--- src/rtl/sparc_ifu_lru_pkg.sv ---
// Shared constants and helpers for the IFU LRU thread scheduler.
// Holds the widest supported thread count, the reset recency order and the one-hot check.
package sparc_ifu_lru_pkg;

  localparam int NTHR_MAX = 8;

  // Position p starts out holding thread p, so thread 0 is MRU after reset.
  function automatic logic [NTHR_MAX-1:0] reset_order(int p);
    logic [NTHR_MAX-1:0] one;
    one    = '0;
    one[0] = 1'b1;
    return one << p;
  endfunction

  function automatic logic is_onehot(logic [NTHR_MAX-1:0] v);
    int cnt;
    cnt = 0;
    for (int i = 0; i < NTHR_MAX; i++) cnt += int'(v[i]);
    return cnt == 1;
  endfunction

endpackage

--- src/rtl/sparc_ifu_lru_arb_if.sv ---
// Fetch-select bus between the thread-ready logic and the LRU scheduler.
interface sparc_ifu_lru_arb_if #(parameter int NTHR = 4);

  logic [NTHR-1:0] recent_vec;
  logic            load_recent;
  logic [NTHR-1:0] req_vec;
  logic [NTHR-1:0] spec_vec;
  logic            use_spec;
  logic [NTHR-1:0] grant_vec;
  logic            starved;

  modport master (
    output recent_vec, load_recent, req_vec, spec_vec, use_spec,
    input  grant_vec, starved
  );

  modport slave (
    input  recent_vec, load_recent, req_vec, spec_vec, use_spec,
    output grant_vec, starved
  );

endinterface

--- src/rtl/dff_s.sv ---
// Standard scan flop bank: scan enable selects the scan input over functional data.
module dff_s #(
  parameter int SIZE = 1
) (
  input  logic [SIZE-1:0] din,
  input  logic            clk,
  output logic [SIZE-1:0] q,
  input  logic            se,
  input  logic [SIZE-1:0] si
);

  always_ff @(posedge clk) begin
    q <= se ? si : din;
  end

endmodule

--- src/rtl/sparc_ifu_lru_age.sv ---
// Per-thread saturating starvation counter for the aging build of the LRU scheduler.
module sparc_ifu_lru_age #(
  parameter int AGE_W   = 4,
  parameter int AGE_MAX = 12
) (
  input  logic clk,
  input  logic reset,
  input  logic in_t,
  input  logic granted,
  output logic at_max
);

  localparam logic [AGE_W-1:0] AGE_SAT = '1;

  logic [AGE_W-1:0] age;

  // Waiting only accumulates while the thread keeps asking and keeps losing.
  always_ff @(posedge clk) begin
    if (reset || !in_t || granted) begin
      age <= '0;
    end else if (age != AGE_SAT) begin
      age <= age + AGE_W'(1);
    end
  end

  assign at_max = int'(age) >= AGE_MAX;

endmodule

--- src/rtl/sparc_ifu_lru_arb.sv ---
// Parametrised LRU fetch-thread scheduler with a registered recency order.
// Define SPARC_IFU_LRU_AGE_EN to add starvation aging that can override the LRU pick.
module sparc_ifu_lru_arb
  import sparc_ifu_lru_pkg::*;
#(
  parameter int NTHR    = 4,
  parameter int AGE_W   = 4,
  parameter int AGE_MAX = 12
) (
  input logic                clk,
  input logic                reset,
  sparc_ifu_lru_arb_if.slave bus
);

  localparam bit CFG_OK = (NTHR >= 2) && (NTHR <= NTHR_MAX) && (AGE_W >= 1) &&
                          (AGE_MAX <= (1 << AGE_W) - 1);

  logic [NTHR-1:0] order     [NTHR];
  logic [NTHR-1:0] order_nxt [NTHR];
  logic [NTHR-1:0] tier;
  logic [NTHR-1:0] lru_pick;
  logic [NTHR-1:0] grant;
  logic            upd;

  assign upd = bus.load_recent && is_onehot(NTHR_MAX'(bus.recent_vec));

  for (genvar p = 0; p < NTHR; p++) begin : g_ord
    localparam logic [NTHR_MAX-1:0] RST_ORD = reset_order(p);
    dff_s #(.SIZE(NTHR)) u_ord (
      .din (reset ? RST_ORD[NTHR-1:0] : order_nxt[p]),
      .clk (clk),
      .q   (order[p]),
      .se  (1'b0),
      .si  ('0)
    );
  end

  // Positions at or below the recent thread's slot shift down; the recent thread becomes MRU.
  always_comb begin
    logic [NTHR-1:0] hit;
    logic [NTHR-1:0] at_or_above;
    logic            acc;
    acc         = 1'b0;
    hit         = '0;
    at_or_above = '0;
    for (int p = 0; p < NTHR; p++) order_nxt[p] = order[p];
    for (int p = NTHR - 1; p >= 0; p--) begin
      hit[p]         = |(order[p] & bus.recent_vec);
      acc            = acc | hit[p];
      at_or_above[p] = acc;
    end
    if (upd) begin
      order_nxt[0] = bus.recent_vec;
      for (int p = 1; p < NTHR; p++) begin
        if (at_or_above[p]) order_nxt[p] = order[p-1];
      end
    end
  end

  // Later positions overwrite earlier ones, so the deepest requester wins; MRU if none.
  always_comb begin
    tier     = bus.use_spec ? bus.spec_vec : bus.req_vec;
    lru_pick = order[0];
    for (int p = 0; p < NTHR; p++) begin
      if (|(order[p] & tier)) lru_pick = order[p];
    end
  end

`ifdef SPARC_IFU_LRU_AGE_EN
  logic [NTHR-1:0] at_max;
  logic [NTHR-1:0] starve_vec;
  logic [NTHR-1:0] starve_pick;

  assign starve_vec  = at_max & tier;
  assign starve_pick = starve_vec & (~starve_vec + NTHR'(1));
  assign grant       = (|starve_vec) ? starve_pick : lru_pick;
  assign bus.starved = !reset && (|starve_vec);

  for (genvar t = 0; t < NTHR; t++) begin : g_age
    sparc_ifu_lru_age #(.AGE_W(AGE_W), .AGE_MAX(AGE_MAX)) u_age (
      .clk     (clk),
      .reset   (reset),
      .in_t    (tier[t]),
      .granted (grant[t]),
      .at_max  (at_max[t])
    );
  end
`else
  assign grant       = lru_pick;
  assign bus.starved = 1'b0;
`endif

  assign bus.grant_vec = reset ? '0 : grant;

  a_cfg_ok: assert property (@(posedge clk) CFG_OK);

  a_recent_onehot: assert property (@(posedge clk) disable iff (reset)
    bus.load_recent |-> (bus.recent_vec == '0 || is_onehot(NTHR_MAX'(bus.recent_vec))));

  a_grant_onehot: assert property (@(posedge clk) disable iff (reset)
    is_onehot(NTHR_MAX'(bus.grant_vec)));

endmodule

--- src/flat_wrapper.sv ---
// flat-port wrapper written by rule: the top's interface ports become plain ports
module sparc_ifu_lru_arb_flat import sparc_ifu_lru_pkg::*;
#(
  parameter int NTHR    = 4,
  parameter int AGE_W   = 4,
  parameter int AGE_MAX = 12
)
  (clk, reset, bus_recent_vec, bus_load_recent, bus_req_vec, bus_spec_vec, bus_use_spec, bus_grant_vec, bus_starved);
  sparc_ifu_lru_arb_if #(.NTHR(NTHR)) bus_i ();
  input logic clk;
  input logic reset;
  input wire logic [$bits(bus_i.recent_vec)-1:0] bus_recent_vec;
  input wire logic [$bits(bus_i.load_recent)-1:0] bus_load_recent;
  input wire logic [$bits(bus_i.req_vec)-1:0] bus_req_vec;
  input wire logic [$bits(bus_i.spec_vec)-1:0] bus_spec_vec;
  input wire logic [$bits(bus_i.use_spec)-1:0] bus_use_spec;
  output wire logic [$bits(bus_i.grant_vec)-1:0] bus_grant_vec;
  output wire logic [$bits(bus_i.starved)-1:0] bus_starved;
  assign bus_i.recent_vec = bus_recent_vec;
  assign bus_i.load_recent = bus_load_recent;
  assign bus_i.req_vec = bus_req_vec;
  assign bus_i.spec_vec = bus_spec_vec;
  assign bus_i.use_spec = bus_use_spec;
  assign bus_grant_vec = bus_i.grant_vec;
  assign bus_starved = bus_i.starved;
  sparc_ifu_lru_arb #(.NTHR(NTHR), .AGE_W(AGE_W), .AGE_MAX(AGE_MAX)) u_core (.clk(clk), .reset(reset), .bus(bus_i));
endmodule
--- config.mk ---
export PLATFORM = sky130hd
export DESIGN_NAME = sparc_ifu_lru_arb_flat
export DESIGN_NICKNAME = d
export VERILOG_FILES = /design/src/rtl/sparc_ifu_lru_pkg.sv /design/src/rtl/sparc_ifu_lru_arb_if.sv /design/src/rtl/dff_s.sv /design/src/rtl/sparc_ifu_lru_age.sv /design/src/rtl/sparc_ifu_lru_arb.sv /design/src/flat_wrapper.sv
export SDC_FILE = /design/constraint.sdc
export NUM_CORES = 1
export LEC_CHECK = 0
export ABC_CLOCK_PERIOD_IN_PS = 5200
export BUFFER_PORTS_ARGS = -buffer_cell sky130_fd_sc_hd__buf_2
export CAP_MARGIN = 30
export CORE_MARGIN = 5
export CORE_UTILIZATION = 52
export CTS_CLUSTER_SIZE = 12
export DETAILED_ROUTE_END_ITERATION = 16
export PLACE_DENSITY_LB_ADDON = 0.3
export REMOVE_ABC_BUFFERS = 1
export SLEW_MARGIN = 40
export SYNTH_ARGS = -nofsm -noshare
export SYNTH_HDL_FRONTEND = slang
export SYNTH_SLANG_ARGS = --single-unit
--- constraint.sdc ---
create_clock -name clk -period 5.2 [get_ports clk]
set_input_delay 1.04 -clock clk [delete_from_list [all_inputs] [get_ports clk]]
set_output_delay 1.04 -clock clk [all_outputs]
set_load 0.03 [all_outputs]
# Yosys cells after proc, flatten, opt, wreduce, memory -nomap -nowiden
# Cells that the tools add are included.
# word_totals
memories	0
ramBits	0
latchBits	0
regBits	16
word_cells	31
romBits	0
# op_classes
bitwise_logic	8
n_shift	0
order_cmp	0
add_sub_neg	3
eq_ne	1
mux	5
reduce_logical	10
multipliers	0
div	0
# op_table
operator	count
32-bit by 2-bit adder with 32-bit output	2
32-bit by 2-bit == test with 1-bit output (second input constant)	1
4-bit bitwise AND	6
4-bit OR reduction	6
4-bit 2-to-1 mux	5
2-bit AND reduction	3
1-bit by 1-bit adder with 2-bit output	1
1-bit bitwise OR	2
1-bit logical AND	1

# Longest topological paths before layout
# Gate-level depths: netlist (run 1).
# depth
ltp_word	7
ltp_mapped	10
ltp_nobuf	9

# By module
# Synthesis (run 1) repeated with hierarchy kept, for this count alone.
# unflattened
cells_unflattened	130
hier_area_um2	1176.1
# modules_own_cells
mod	cells_each	area_per_inst_um2	n_inst
sparc_ifu_lru_arb	98	675.6	1
dff_s	8	125.1	4

# Least setup slack after synthesis (run 1)
# No wires, ideal clock.
# synth_path
path_type	input-to-output
start	in bus_use_spec
end	out bus_grant_vec[1]
slack_ns	1.466
cell_stages	6
t_arrival_ns	2.694
path_buffers	0
required_time_ns	4.160
cell_sequence	mux2_2 -> a22oi_2 -> nand2_1 -> mux2i_1 -> and3_2 -> o21ai_0
# synth_between
elab_chain_len	7
# synth_rtl
element	line	text
start: declaration	flat_wrapper.sv:16	input wire logic [$bits(bus_i.use_spec)-1:0] bus_use_spec;
4-bit 2-to-1 mux (*)	sparc_ifu_lru_arb.sv:62	tier = bus.use_spec ? bus.spec_vec : bus.req_vec;
4-bit bitwise AND	sparc_ifu_lru_arb.sv:65	if (|(order[p] & tier)) lru_pick = order[p];
4-bit OR reduction	sparc_ifu_lru_arb.sv:65	
4-bit 2-to-1 mux (2 in series)	sparc_ifu_lru_arb.sv:65	
4-bit 2-to-1 mux (*)	sparc_ifu_lru_arb.sv:65	
4-bit 2-to-1 mux (*)	sparc_ifu_lru_arb.sv:93	assign bus.grant_vec = reset ? '0 : grant;
end: declaration	flat_wrapper.sv:17	output wire logic [$bits(bus_i.grant_vec)-1:0] bus_grant_vec;
# Mark *: on every way between the ends. The rest lies on a longest branch, timed or not.

# Worst setup path in the final report (run 1)
# layout_path
start	in bus_use_spec
end	out bus_grant_vec[0]
# Same word-level chain as after synthesis.

==> implementation parameters, run 1 <==
Parameter                              Value

Run status
  Status ... completed

Setup path
  Kind of capture point of the worst setup path ... output port
  CP max stage delay ... approximately 0.44 ns
  Arr. time, crit path ... 2.88 ns
  Logic depth of the worst setup path including buffers ... 8
  Top cell by count, worst path ... sky130_fd_sc_hd__buf_2
  Worst path required time ... 4.16 ns
  Family with the most delay on the worst path ... compound AO/OA/AOI/OAI gates
  Worst Setup Path Type ... in2out
  Crit path buf inv count ... 2
  Worst-path cell with the longest stage delay ... sky130_fd_sc_hd__a2111o_1
  Critical path cell sequence ... buf_2, mux2_2, a22oi_2, nand3_1, mux2i_1, a2111o_1, a21oi_2, buf_2
  Highest net fanout along the worst path ... 5
  Register-to-register path setup slack ... ~3.3 ns
  Type of origin of the critical path ... input port
  R2R cell count ... 6

Synth
  Fraction of the mapped netlist area in compound gates ... 0.183
  Number of standard cells after synthesis ... 117
  Async S/R FF share, synth ... 0
  Top FF cell, synth ... sky130_fd_sc_hd__dfxtp_1
  Number of storage elements in the synthesis netlist ... 16
  Count of flip-flops with a built-in enable after synthesis ... 0
  Post-synth cell types ... 33
  Cell area after synthesis ... 0.00103 mm2
  Synth Area in Simple Gates ... 0.192
  Combinational family with the most area after synthesis ... multiplexers
  Sequential cell area fraction in the yosys report ... 0.311
  Syn_area_per_cell ... 8.81 um2
  Post-synthesis mux area share ... 0.212
  Xor and xnor fraction of the mapped netlist area ... 0
  Ys Warns ... 0
  Post-synthesis adder-cell area fraction ... 0.0437

Clocking
  CTS buffer count ... 3
  Setup Fix Bufs, Post-CTS ... 0
  CTS root buf ... sky130_fd_sc_hd__clkbuf_4
  Clock buffer depth ... 2
  TritonCTS clock tree ... built
  Clock slew at reported path FFs ... 0.09 ns
  Clk_lat worst skew ... ~0.28 ns
  Number of H-tree levels ... 1
  Number of cells upsized or downsized after cts ... 0
  Number of buffers added to fix hold violations after cts ... 0
  Clock Sinks ... 16

Timing
  Count of final hold-check violations ... 0
  Least-Margin Pin Slew ... 0.553 ns
  Min setup slack post-route ... 1.28 ns
  Post-Route Skew ... 0.0123 ns
  Total Neg Setup Slack ... 0 ns
  Slew Limit Headroom ... 0.630
  Final setup violation count ... 0
  Final Max Tran Viols ... 0
  Final period utilization ... 0.755
  RSZ-0062 raised after global routing ... false
  Time the worst path needs with I/O delays and setup ... a little under 4 ns
  Upper clock frequency limit ... 255 MHz

Finish
  Layout Utilization ... 0.600
  Post-layout net count ... 155
  Register with the most flip-flops ... u_core.g_ord.u_ord.q
  Ant diodes ... 0
  Flip-flop count of the largest register, all copies and words added ... 16
  Layout filler cell count ... 176
  Layout cell share with drive strength beyond 1 ... 0.246
  Finished layout cell area ... roughly 0.0012 mm2
  Area of the multi-input gates ... approximately 650 um2
  Top Registers ... u_core.g_ord.u_ord.q: 16 flops
  Total area of sequential cells ... 320 um2
  Most used cells in the layout excluding fill and tap cells ... sky130_fd_sc_hd__buf_2, sky130_fd_sc_hd__mux2i_1, sky130_fd_sc_hd__nor2_1, sky130_fd_sc_hd__dfxtp_1, sky130_fd_sc_hd__nand2_1
  Most frequent standard cell in the layout excluding fill and tap cells ... sky130_fd_sc_hd__buf_2
  Area Overhead vs Synth ... 11.8%

Global routing
  Vias in the first global route ... 935
  Antenna violations before repair ... 0
  Global-route wire length before repair ... 4020 um
  Maximum number of pins on one net before global-route repair ... 20
  Congestion Overflow GR ... 0
  Tot GR Track Use ... 0.189

Die
  FP Rows ... 16
  Width of the chip ... roughly 55 um
  Die Y ... 54.5 um
  Area of the core ... 0.00192 mm2
  Initial Utilization ... 0.536
  Number of I/O pins ... 21
  Total Die Area ... 0.00297 mm2

Flow run
  Number of max-capacitance violations reported ... 0

Pwr
  Cell Pwr Density ... about 240 mW/mm2
  Static leakage ... about 0.55 nW
  Peak supply drop ... between 0.1 and 0.15 mV

Drt
  Via count normalized by instance count ... ~6
  Routed Antenna Nets ... 0
  Total iterations of the first detailed-routing run ... 4
  Vias ... 949
  Number of design-rule violations left by the first detailed-router iteration ... 28
  Remaining DRCs ... 0
  WL final ... 2480 um
  Wire length per cell after detailed routing ... 15.4 um

Min path
  Hold Crit Depth ... 2
  Worst hold-check path type ... reg2reg

Place
  Cell area after placement ... 0.00113 mm2
  Number of buffers added on ports ... 19
  Post-Place Worst Slack ... 1.29 ns
  Final weighted congestion of routability-driven global placement ... approximately 0.86
  HPWL after DPL ... 1890 um
[cell families (layout without fill, tap and decap cells)]
family	count (synthesis)	in the layout
AOI/OAI and AO/OA	23	23
adders and majority gates	3	3
buffers and inverters	12	29
DFF	16	16
muxes	21	21
other	1	1
and+or+nand+nor	41	41
[path summary, 6_finish.rpt]
| path | startpoint | endpoint |
|---|---|---|
| worst max-delay path | bus_use_spec | bus_grant_vec[0] |
| worst min-delay path | u_core.g_ord[0].u_ord.q[0]$_SDFFE_PP1P_ | u_core.g_ord[1].u_ord.q[0]$_SDFFE_PP0P_ |
| worst max register to register | u_core.g_ord[3].u_ord.q[0]$_SDFFE_PP0P_ | u_core.g_ord[1].u_ord.q[3]$_SDFFE_PP0P_ |
| worst min register to register | u_core.g_ord[0].u_ord.q[0]$_SDFFE_PP1P_ | u_core.g_ord[1].u_ord.q[0]$_SDFFE_PP0P_ |
[layout make-up]
| cell class | count | share of cell area |
|---|---|---|
| inverters | 7 | 0.0228 |
| multi-input cells | 89 | 0.568 |
| repair buffers | 19 | 0.0825 |
| clock buffers | 3 | 0.0195 |
| well taps | 27 | 0.0293 |
| flip-flops and latches | 16 | 0.278 |
[worst reg2reg max path, delay by kind of cell, from the launching register on]
kind,cells,cell delay (ns)
compound gates,3,0.93
flops,1,0.35
mux,1,0.25
simple gates,2,0.22
[stage by stage]
stage | total power [mW] | hold slack [ns] | std cells
finish | 0.281 | 0.527 | 161
global route | 0.295 | 0.568 | 161
CTS | 0.281 | 0.533 | 161
detailed placement | 0.220 | 0.509 | 158
global placement | 0.218 | 0.498 | 158
floorplan | 0.197 | 0.462 | 112
[cell usage after synthesis, types with 2 or more instances]
| cell | n | area (um2) |
|---|---|---|
| sky130_fd_sc_hd__and3_1 | 2 | 12.5 |
| sky130_fd_sc_hd__clkbuf_1 | 3 | 11.3 |
| sky130_fd_sc_hd__mux2_2 | 3 | 33.8 |
| sky130_fd_sc_hd__ha_1 | 2 | 25.0 |
| sky130_fd_sc_hd__a22oi_1 | 6 | 45.0 |
| sky130_fd_sc_hd__mux2i_1 | 17 | 170 |
| sky130_fd_sc_hd__o21ai_0 | 2 | 10.0 |
| sky130_fd_sc_hd__nor2b_1 | 2 | 12.5 |
| sky130_fd_sc_hd__inv_1 | 7 | 26.3 |
| sky130_fd_sc_hd__nand2_1 | 14 | 52.6 |
| sky130_fd_sc_hd__a211o_1 | 2 | 17.5 |
| sky130_fd_sc_hd__and3_2 | 2 | 15.0 |
| sky130_fd_sc_hd__o211ai_1 | 3 | 22.5 |
| sky130_fd_sc_hd__dfxtp_1 | 16 | 320 |
| sky130_fd_sc_hd__nand3_1 | 3 | 15.0 |
| sky130_fd_sc_hd__nor2_1 | 16 | 60.1 |
[power by group]
part	total [mW]	switching (mW)	internal (mW)
combinational	0.0816	0.0460	0.0356
clock	0.0621	0.0352	0.0268
sequential	0.137	0.00825	0.129
[per-layer routing]
metal	wire (um)	part of all wire	track usage
met5	0	0	0
met4	64	0.026	0.0705
met2	1140	0.46	0.347
met1	1050	0.42	0.207
met3	226	0.091	0.0436
No activity file was read; power rests on OpenSTA's default activity.
==> run 2: changes to the inputs <==
Settings changed: ABC_CLOCK_PERIOD_IN_PS 5200 to 3450, CORE_UTILIZATION 52 to 48.
Clock period 5.2 ns to 3.45 ns, I/O delays scaled along.
==> run 2 against run 1 <==
Net effect: sequential cell count stayed put; global-route usage is 3.0 points lower; non-clock buffer count is 1 higher; wire length is 1.7% lower; die area is 6.8% higher; sequential share of layout area is 0.18 points lower; first-iteration DRC count is 71% higher.
==> implementation parameters, run 2 (same netlist as run 1, synthesis figures left out) <==
Parameter                              Value

Run status
  Status ... completed

Setup path
  Arr. time, crit path ... 2.53 ns
  Type of origin of the critical path ... input port
  Highest net fanout along the worst path ... 5
  Kind of capture point of the worst setup path ... output port
  Worst path required time ... 2.76 ns
  Worst Setup Path Type ... in2out

Die
  Initial Utilization ... 0.515
  Total Die Area ... 0.00317 mm2
  Width of the chip ... approximately 56 um
  Number of I/O pins ... 21
  Die Y ... 56.3 um
  Area of the core ... about 0.002 mm2
  FP Rows ... 16

Timing
  Final setup violation count ... 0
  Post-Route Skew ... 0.00692 ns
  Slew Limit Headroom ... 0.659
  Total Neg Setup Slack ... 0 ns
  Final Max Tran Viols ... 0
  RSZ-0062 raised after global routing ... false
  Time the worst path needs with I/O delays and setup ... about 3.2 ns
  Least-Margin Pin Slew ... 0.508 ns
  Count of final hold-check violations ... 0
  Final period utilization ... 0.932
  Upper clock frequency limit ... roughly 310 MHz

Clocking
  CTS root buf ... sky130_fd_sc_hd__clkbuf_4
  Clock Sinks ... 16
  Number of H-tree levels ... 1
  TritonCTS clock tree ... built
  Setup Fix Bufs, Post-CTS ... 0
  Number of buffers added to fix hold violations after cts ... 0
  Number of cells upsized or downsized after cts ... 0
  Clk_lat worst skew ... 0.28 ns
  Clock slew at reported path FFs ... approximately 0.090 ns
  Clock buffer depth ... 2
  CTS buffer count ... 3

Drt
  Wire length per cell after detailed routing ... roughly 15 um
  Vias ... around 930
  Total iterations of the first detailed-routing run ... 5
  Routed Antenna Nets ... 0
  Number of design-rule violations left by the first detailed-router iteration ... between 40 and 50
  Via count normalized by instance count ... 5.72
  WL final ... 2440 um
  Remaining DRCs ... 0

Global routing
  Tot GR Track Use ... 0.159
  Congestion Overflow GR ... 0
  Global-route wire length before repair ... 4040 um
  Vias in the first global route ... just under 900
  Maximum number of pins on one net before global-route repair ... 20
  Antenna violations before repair ... 0

Pwr
  Cell Pwr Density ... 367 mW/mm2
  Static leakage ... ~0.56 nW
  Peak supply drop ... 0.210 mV

Finish
  Area Overhead vs Synth ... 12.5%
  Most used cells in the layout excluding fill and tap cells ... sky130_fd_sc_hd__buf_2, sky130_fd_sc_hd__mux2i_1, sky130_fd_sc_hd__nor2_1, sky130_fd_sc_hd__dfxtp_1, sky130_fd_sc_hd__nand2_1
  Layout cell share with drive strength beyond 1 ... 0.252
  Most frequent standard cell in the layout excluding fill and tap cells ... sky130_fd_sc_hd__buf_2
  Layout Utilization ... 0.579
  Post-layout net count ... 156
  Ant diodes ... 0
  Layout filler cell count ... 199
  Top Registers ... u_core.g_ord.u_ord.q: 16 flops
  Register with the most flip-flops ... u_core.g_ord.u_ord.q
  Flip-flop count of the largest register, all copies and words added ... 16

Min path
  Worst hold-check path type ... reg2reg

Place
  HPWL after DPL ... between 1500 and 2000 um
  Number of buffers added on ports ... 19
  Final weighted congestion of routability-driven global placement ... 0.916

Flow run
  Number of max-capacitance violations reported ... 0
## run 2: cell types whose count changed in the layout (fill, tap and decap cells not counted), sizes merged
cell,before,now
buf,19,20
## run 2: metrics by stage
step	std cells	setup slack [ns]	total power, mW	hold WS, ns	area, um2
finish	162	0.234	0.425	0.533	1160
global route	162	0.124	0.451	0.572	1160
CTS	162	0.259	0.428	0.536	1160
detailed placement	159	0.260	0.333	0.493	1140
global placement	159	0.308	0.331	0.485	1140
floorplan	112	0.416	0.296	0.462	1000
## run 2: final cells by class
class,count,area (um2),area share
clock buffer,3,22.5,0.0194
timing repair buffer,20,103,0.0885
sequential,16,320,0.276
multi-input combinational,89,654,0.564
inverter,7,26.3,0.0227
tap,27,33.8,0.0291
## run 2: critical path: stages
cell and delay (ns):
sky130_fd_sc_hd__buf_2 0.14, sky130_fd_sc_hd__mux2_2 0.39, sky130_fd_sc_hd__a22oi_2 0.24, sky130_fd_sc_hd__nand3_1 0.17, sky130_fd_sc_hd__mux2i_1 0.15, sky130_fd_sc_hd__a2111oi_1 0.42, sky130_fd_sc_hd__a31o_1 0.15, sky130_fd_sc_hd__buf_2 0.19
## run 2: layer usage
metal  track usage  vias up  share of wire
met5             0        -              0
met4        0.0610        0         0.0041
met3        0.0252        2          0.089
met2         0.260       52           0.46
met1         0.207      421           0.45
li1              -      452              -
## run 2: worst paths after layout
check                                                from                                       to  slack (ns)  cells past startpoint
hold reg to reg   u_core.g_ord[0].u_ord.q[1]$_SDFFE_PP0P_  u_core.g_ord[1].u_ord.q[1]$_SDFFE_PP1P_        0.53                      2
hold / removal    u_core.g_ord[0].u_ord.q[1]$_SDFFE_PP0P_  u_core.g_ord[1].u_ord.q[1]$_SDFFE_PP1P_        0.53                      2
setup / recovery                             bus_use_spec                         bus_grant_vec[2]        0.23                      8
setup reg to reg  u_core.g_ord[3].u_ord.q[0]$_SDFFE_PP0P_  u_core.g_ord[1].u_ord.q[1]$_SDFFE_PP1P_        1.61                      6
## run 2: power by group
part | leakage (nW) | switching (mW) | internal (mW) | total, mW
sequential | 0.130 | 0.0125 | 0.194 | 0.207
clock | 0.0138 | 0.0540 | 0.0405 | 0.0945
combinational | 0.412 | 0.0690 | 0.0551 | 0.124
total | 0.556 | 0.136 | 0.290 | 0.425
